[config.mk]
export PLATFORM = sky130hd
export DESIGN_NAME = rs_ff_relay_fifo
export DESIGN_NICKNAME = d
export VERILOG_FILES = /design/src/rtl/rs_ff_relay_fifo.sv
export SDC_FILE = /design/constraint.sdc
export NUM_CORES = 1
export LEC_CHECK = 0
export ABC_AREA = 1
export CAP_MARGIN = 20
export CORE_MARGIN = 1
export CORE_UTILIZATION = 45
export DETAILED_ROUTE_END_ITERATION = 10
export HOLD_SLACK_MARGIN = 0.12
export PLACE_DENSITY = 0.72
export SLEW_MARGIN = 20
export SYNTH_ARGS = -nofsm -noshare
export SYNTH_HDL_FRONTEND = slang
export SYNTH_SLANG_ARGS = --single-unit
[constraint.sdc]
create_clock -name clk -period 4.9 [get_ports clk]
set_clock_uncertainty 0.2 [all_clocks]
set_input_delay 0.735 -clock clk [delete_from_list [all_inputs] [get_ports clk]]
set_output_delay 0.735 -clock clk [all_outputs]
set_load 0.05 [all_outputs]
[src/rtl/rs_ff_relay_fifo.sv]
// Receive-side FIFO for a feed-forward channel with an early almost-full credit.
// Latency: written word visible on if_dout one cycle after the write edge.
// Backpressure: if_full_n drops GRACE words early; writes into a full FIFO are dropped and flagged.
module rs_ff_relay_fifo #(
   parameter int DATA_WIDTH     = 32,
   parameter int DEPTH          = 16,
   parameter int PIPELINE_LEVEL = 2,
   parameter     __REGION       = ""
) (
   input  logic                         clk,
   input  logic                         rst_n,
   input  logic [DATA_WIDTH-1:0]        if_din,
   input  logic                         if_write,
   output logic                         if_full_n,
   output logic [DATA_WIDTH-1:0]        if_dout,
   output logic                         if_empty_n,
   input  logic                         if_read,
   output logic [$clog2(DEPTH+1)-1:0]   if_count,
   output logic                         if_overflow
);

   localparam int GRACE       = 2 * PIPELINE_LEVEL + 1;
   localparam int AW          = (DEPTH > 1) ? $clog2(DEPTH) : 1;
   localparam int CW          = $clog2(DEPTH + 1);
   localparam int REGION_BITS = $bits(__REGION);

   // The region tag only steers floorplanning; it is referenced here so it is not dangling.
   if (DEPTH <= GRACE || REGION_BITS < 0) begin : g_bad_depth
      $error("rs_ff_relay_fifo: DEPTH must exceed 2*PIPELINE_LEVEL+1");
   end

   logic [DATA_WIDTH-1:0] mem [DEPTH];
   logic [AW-1:0]         wp;
   logic [AW-1:0]         rp;
   logic [CW-1:0]         cnt;
   logic [CW-1:0]         cnt_next;
   logic                  rd_acc;
   logic                  wr_acc;

   // A pop frees a slot in the same cycle, so a full FIFO can still take a write alongside a read.
   assign rd_acc   = if_read && (cnt != '0);
   assign wr_acc   = if_write && ((cnt != CW'(DEPTH)) || rd_acc);
   assign cnt_next = cnt + CW'(wr_acc) - CW'(rd_acc);

   always_ff @(posedge clk or negedge rst_n) begin
      if (!rst_n) begin
         wp          <= '0;
         rp          <= '0;
         cnt         <= '0;
         if_full_n   <= 1'b0;
         if_overflow <= 1'b0;
      end else begin
         if (wr_acc) begin
            wp <= (wp == AW'(DEPTH - 1)) ? '0 : wp + 1'b1;
         end
         if (rd_acc) begin
            rp <= (rp == AW'(DEPTH - 1)) ? '0 : rp + 1'b1;
         end
         if (if_write && !wr_acc) begin
            if_overflow <= 1'b1;
         end
         cnt       <= cnt_next;
         if_full_n <= (cnt_next < CW'(DEPTH - GRACE));
      end
   end

   // Storage is deliberately left out of reset.
   always_ff @(posedge clk) begin
      if (wr_acc) begin
         mem[wp] <= if_din;
      end
   end

   assign if_dout    = mem[rp];
   assign if_empty_n = (cnt != '0);
   assign if_count   = cnt;

endmodule

# Yosys cells after proc, flatten, opt, wreduce, memory -nomap -nowiden
# Memory sizes are Yosys's and may differ from the RTL's.
# Cells that the tools add are included.
# totals
input_bits	36
mem_count	1
register_bits	15
mem_bits_rw	512
# memory_table
name	depth	word_bits	rd	rd_ports_with_merged_regs	write_ports	line	text
mem	16	32	1	0	1	32	logic [DATA_WIDTH-1:0] mem [DEPTH];
# op_classes
n_addsub	4
mux	4
magnitude_cmp	1
reduce_logical	6
eq_ne	3
# ops
op	count
$add A4 B1 Y4 const B	2
$eq A4 B4 Y1 const B	2
$mux W4	2
$add A5 B1 Y5	1
$lt A5 B4 Y1 const B	1
$ne A5 B5 Y1 const B	1
$reduce_bool A5 Y1	1
$sub A5 B1 Y5	1
$logic_and A1 B1 Y1	3
$mux W1	2
$logic_not A1 Y1	1
$logic_or A1 B1 Y1	1

# Logic depth before layout (Yosys ltp)
# depth
depth_word	7
ltp_mapped	19

# Least setup slack after synthesis
# Ideal clock, no wire load.
# synth_timing
path_kind	reg2reg
start	reg cnt[2], in the netlist if_count[2]
end	mem mem[3][0], enable pin
n_path_buf	1
setup_slack_ns	0.602
path_stages_with_launch	9
setup_ns	0.461
t_required_ns	4.239
arrival_ns	3.636
synth_period_minus_slack_ns	4.298
path_cell_list	dfrtp_1 inv_1 ha_1 inv_1 nor3_2 nand2_1 nand2_1 buf_2 nor3_1
# synth_via
elab_chain_cells	6
elab_cells_between_ends	7
# synth_rtl
item	line	text
from (decl)	35	logic [CW-1:0] cnt;
from (signal assigned)	62	cnt <= cnt_next;
$reduce_bool A5 Y1	41	assign rd_acc = if_read && (cnt != '0);
$logic_and A1 B1 Y1	41	
$logic_or A1 B1 Y1 *	42	assign wr_acc = if_write && ((cnt != CW'(DEPTH)) || rd_acc);
$logic_and A1 B1 Y1 *	42	
$mux W1 *	69	if (wr_acc) begin
$mux W1 (not written as such) *	70	mem[wp] <= if_din;
to (decl)	32	
# Mark *: on every way between the ends. The rest lies on a longest branch, timed or not.

# Worst setup path after layout
# layout_timing
start	reg rp[0]
end	out if_dout[28]
# layout_via
elab_chain_cells	1
# layout_rtl
item	line	text
from (decl)	34	logic [AW-1:0] rp;
from (signal assigned)	57	rp <= (rp == AW'(DEPTH - 1)) ? '0 : rp + 1'b1;
$mem_v2 Z16 W32	n/a	
to (decl)	15	output logic [DATA_WIDTH-1:0] if_dout,
# No other way between the ends.

==> results_dict.tcl <==
set metrics [dict create \
    synth_top_family_by_area "simple AND/OR/NAND/NOR gates" \
    max-vdd-ir-drop_uv 464 \
    post_drt_via_cell_ratio 4.94 \
    tightest_slew_ns 1.06 \
    synthToLayoutAreaGrowth_pct 13.2 \
    track_usage_pct 19.7 \
    crit_start "rp[0]$_DFFE_PN0N_" \
    critPathLaunchType "register" \
    fin_setup_tns_ns 0 \
    synth_xor_area_share_pct 0.150 \
    slowest_stage "clkdlybuf4s50_1" \
    clk_pin_slew_ns 0.06 \
    start_util_pct 45.5 \
    crit_arrival_ns 3.22 \
    place_congestion 0.800 \
    critical_path_class "reg -> out" \
    die_w_um 229 \
    cts_tree "built" \
    max-cap-violations 0 \
    hp-class "reg -> reg" \
    ios 76 \
    cp-end-kind "output pin" \
    rsz0062_at_grt "no" \
    syn_area_um2 23300 \
    port-buffer-count 75 \
    critical_path.max_stage_delay_ns 0.84 \
    grt_pass1_vias 14951 \
    cts_root_buf "clkbuf_16" \
    ant_nets 0 \
    routed_wl_mm 51.6 \
    ys_warn_count 0 \
    synth_compound_area_share_pct 0.253 \
    status "completed" \
    h-tree-depth 2 \
    finalHoldViolations 0 \
    yosys.area.top_type "edfxtp_1" \
    muxShareOfSynthArea_pct 0 \
    antenna_found_initial 1 \
    synth.distinct_cells 26 \
    dp_hpwl_mm 27.4 \
    ys_seq_area_share_pct 67.6 \
    cts.repair.resized 0 \
    fin_area_um2 26400 \
    final_common_cell "nand2_1" \
    final.fill_count 4291 \
    placed_area_um2 24800 \
    p_per_area_nw_per_um2 566 \
    fin_crit_ns 4.16 \
    core_area_um2 51200 \
    max_slew_margin_pct 29.7 \
    clkLatencyLatePin_ns 0.56 \
    layout_common_cells "nand2_1, edfxtp_1, inv_1" \
    dieArea_um2 52700 \
    route.detailed.drc 0 \
    wire_per_inst_um 16.7 \
    synth_top_area_share_pct 66.0 \
    synth_area_leaders "edfxtp_1, nand2_1, inv_1" \
    path_cells "buf_12 > nand2_1 > nand2_1 > nand2_1 > nand3_1 > nand3_1 > nand2_1 > clkdlybuf4s50_1" \
    worst-path-max-fanout 184 \
    crit_path_frequent_cell "nand2_1" \
    maxSlewViolCount 0 \
    nNetsFinal 2432 \
    num_antenna_cells 0 \
    num_vias 15299 \
    r2r_start "if_count[2]$_DFF_PN0_" \
    cts_setup_buffers 0 \
    grt_pass1_wl_mm 81.1 \
    dr.pass1.iters 5 \
    min_period_over_period_pct 84.8 \
    synth-seq-cells 527 \
    rows 83 \
    synth_fa_ha_area_share_pct 0.677 \
    syn_avg_cell_area_um2 10.0 \
    drive_gt1_share_pct 5.50 \
    synthArstFlopShare_pct 2.85 \
    drt_iter0_markers 1308 \
    cts.path.max_buffers 3 \
    gr-total-overflow 0 \
    synthSimpleGateAreaFrac_pct 20.5 \
    total_power_mw 14.9 \
    synthCells 2318 \
    synth_edf_count 512 \
    min-delay-start "if_overflow$_DFFE_PN0P_" \
    crit_required_ns 3.96 \
    setup-violations-final 0 \
    p_leak_nw 11.6 \
    hold_buffers 0 \
    grt_max_degree 185 \
    fmaxAchievable_mhz 241 \
    pre_cts_ws_ns 1.20 \
    cts.sinks 527 \
    ys.flop_type "edfxtp_1" \
    timing.final.ws_setup_ns 0.744 \
    synth_nets 2366 \
    dieHeight_um 229 \
    cts_made_buffers 51 \
]
-- cells by family after synthesis --
kind of cell | Yosys count
DFF | 527
xor gates and xnor gates | 4
buffers and inverters | 613
AOI/OAI and AO/OA | 11
adders and majority gates | 12
and+or+nand+nor | 1151
-- final cells by class --
class | instances | area, um^2 | share of cell area [%]
well taps | 680 | 851 | 3.23
clock buffers | 69 | 1380 | 5.22
multi-input cells | 1178 | 5110 | 19.4
flip-flops and latches | 527 | 15800 | 59.8
inverters | 509 | 1920 | 7.28
repair buffers | 117 | 1180 | 4.47
clock inverters | 19 | 176 | 0.669
-- synth_stat cells (4+ instances only) --
master    count
inv_1       506
buf_6        13
edfxtp_1    512
buf_4        12
nand2_1     799
nor3_1       15
nand3_1     329
o21ai_0       6
nor2_1        4
clkbuf_1      9
buf_1        10
ha_1         11
buf_2        60
dfrtp_1      15
-- routing by layer --
metal  share of wire [%]  vias to the layer above  wire, um  GRT usage (%)
li1                    -                     7407         -              -
met1                  43                     7317     22000           26.4
met2                  49                      487     25300           33.2
met3                 6.3                       86      3230           2.76
met4                 2.2                        2      1120           5.69
met5               0.025                        -        13              0
-- worst max-delay path: cells and delay by family, from the launching register on --
family                 cells  cell delay [ns]
buffers and inverters      2             1.30
AND/OR/NAND/NOR            6             0.60
flip-flops                 1             0.46
-- flip-flops by register name, summed over array words and instances, names as in the netlist --
signal       cells
if_count         5
if_full_n        1
if_overflow      1
mem            512
rp               4
wp               4
-- through the flow --
stage          cells  utilization, %  hold WS, ns
2_1_floorplan   2318               -        0.239
3_3_place_gp    3011            48.5        0.266
3_5_place_dp    3011            48.5        0.262
4_1_cts         3099            51.5        0.280
5_1_grt         3099            51.5        0.293
6_report        3099            51.5        0.283
-- power by group --
part / switching [mW] / internal (mW) / total, mW
combinational: 4.02 / 1.66 / 5.68
sequential: 0.148 / 5.39 / 5.53
clock: 1.59 / 2.11 / 3.70
total: 5.75 / 9.16 / 14.9
-- worst paths after layout --
check | endpoint | slack, ns | cells past startpoint
max | if_dout[28] | 0.74 | 8
min | if_overflow$_DFFE_PN0P_ | 0.28 | 1
max reg2reg | if_full_n$_DFF_PN0_ | 1.61 | 18
min reg2reg | if_overflow$_DFFE_PN0P_ | 0.28 | 1
max in group asynchronous | rp[1]$_DFFE_PN0N_ | 3.51 | 1
min in group asynchronous | if_count[3]$_DFF_PN0_ | 0.42 | 1
Power figures use the tool's default switching activity.
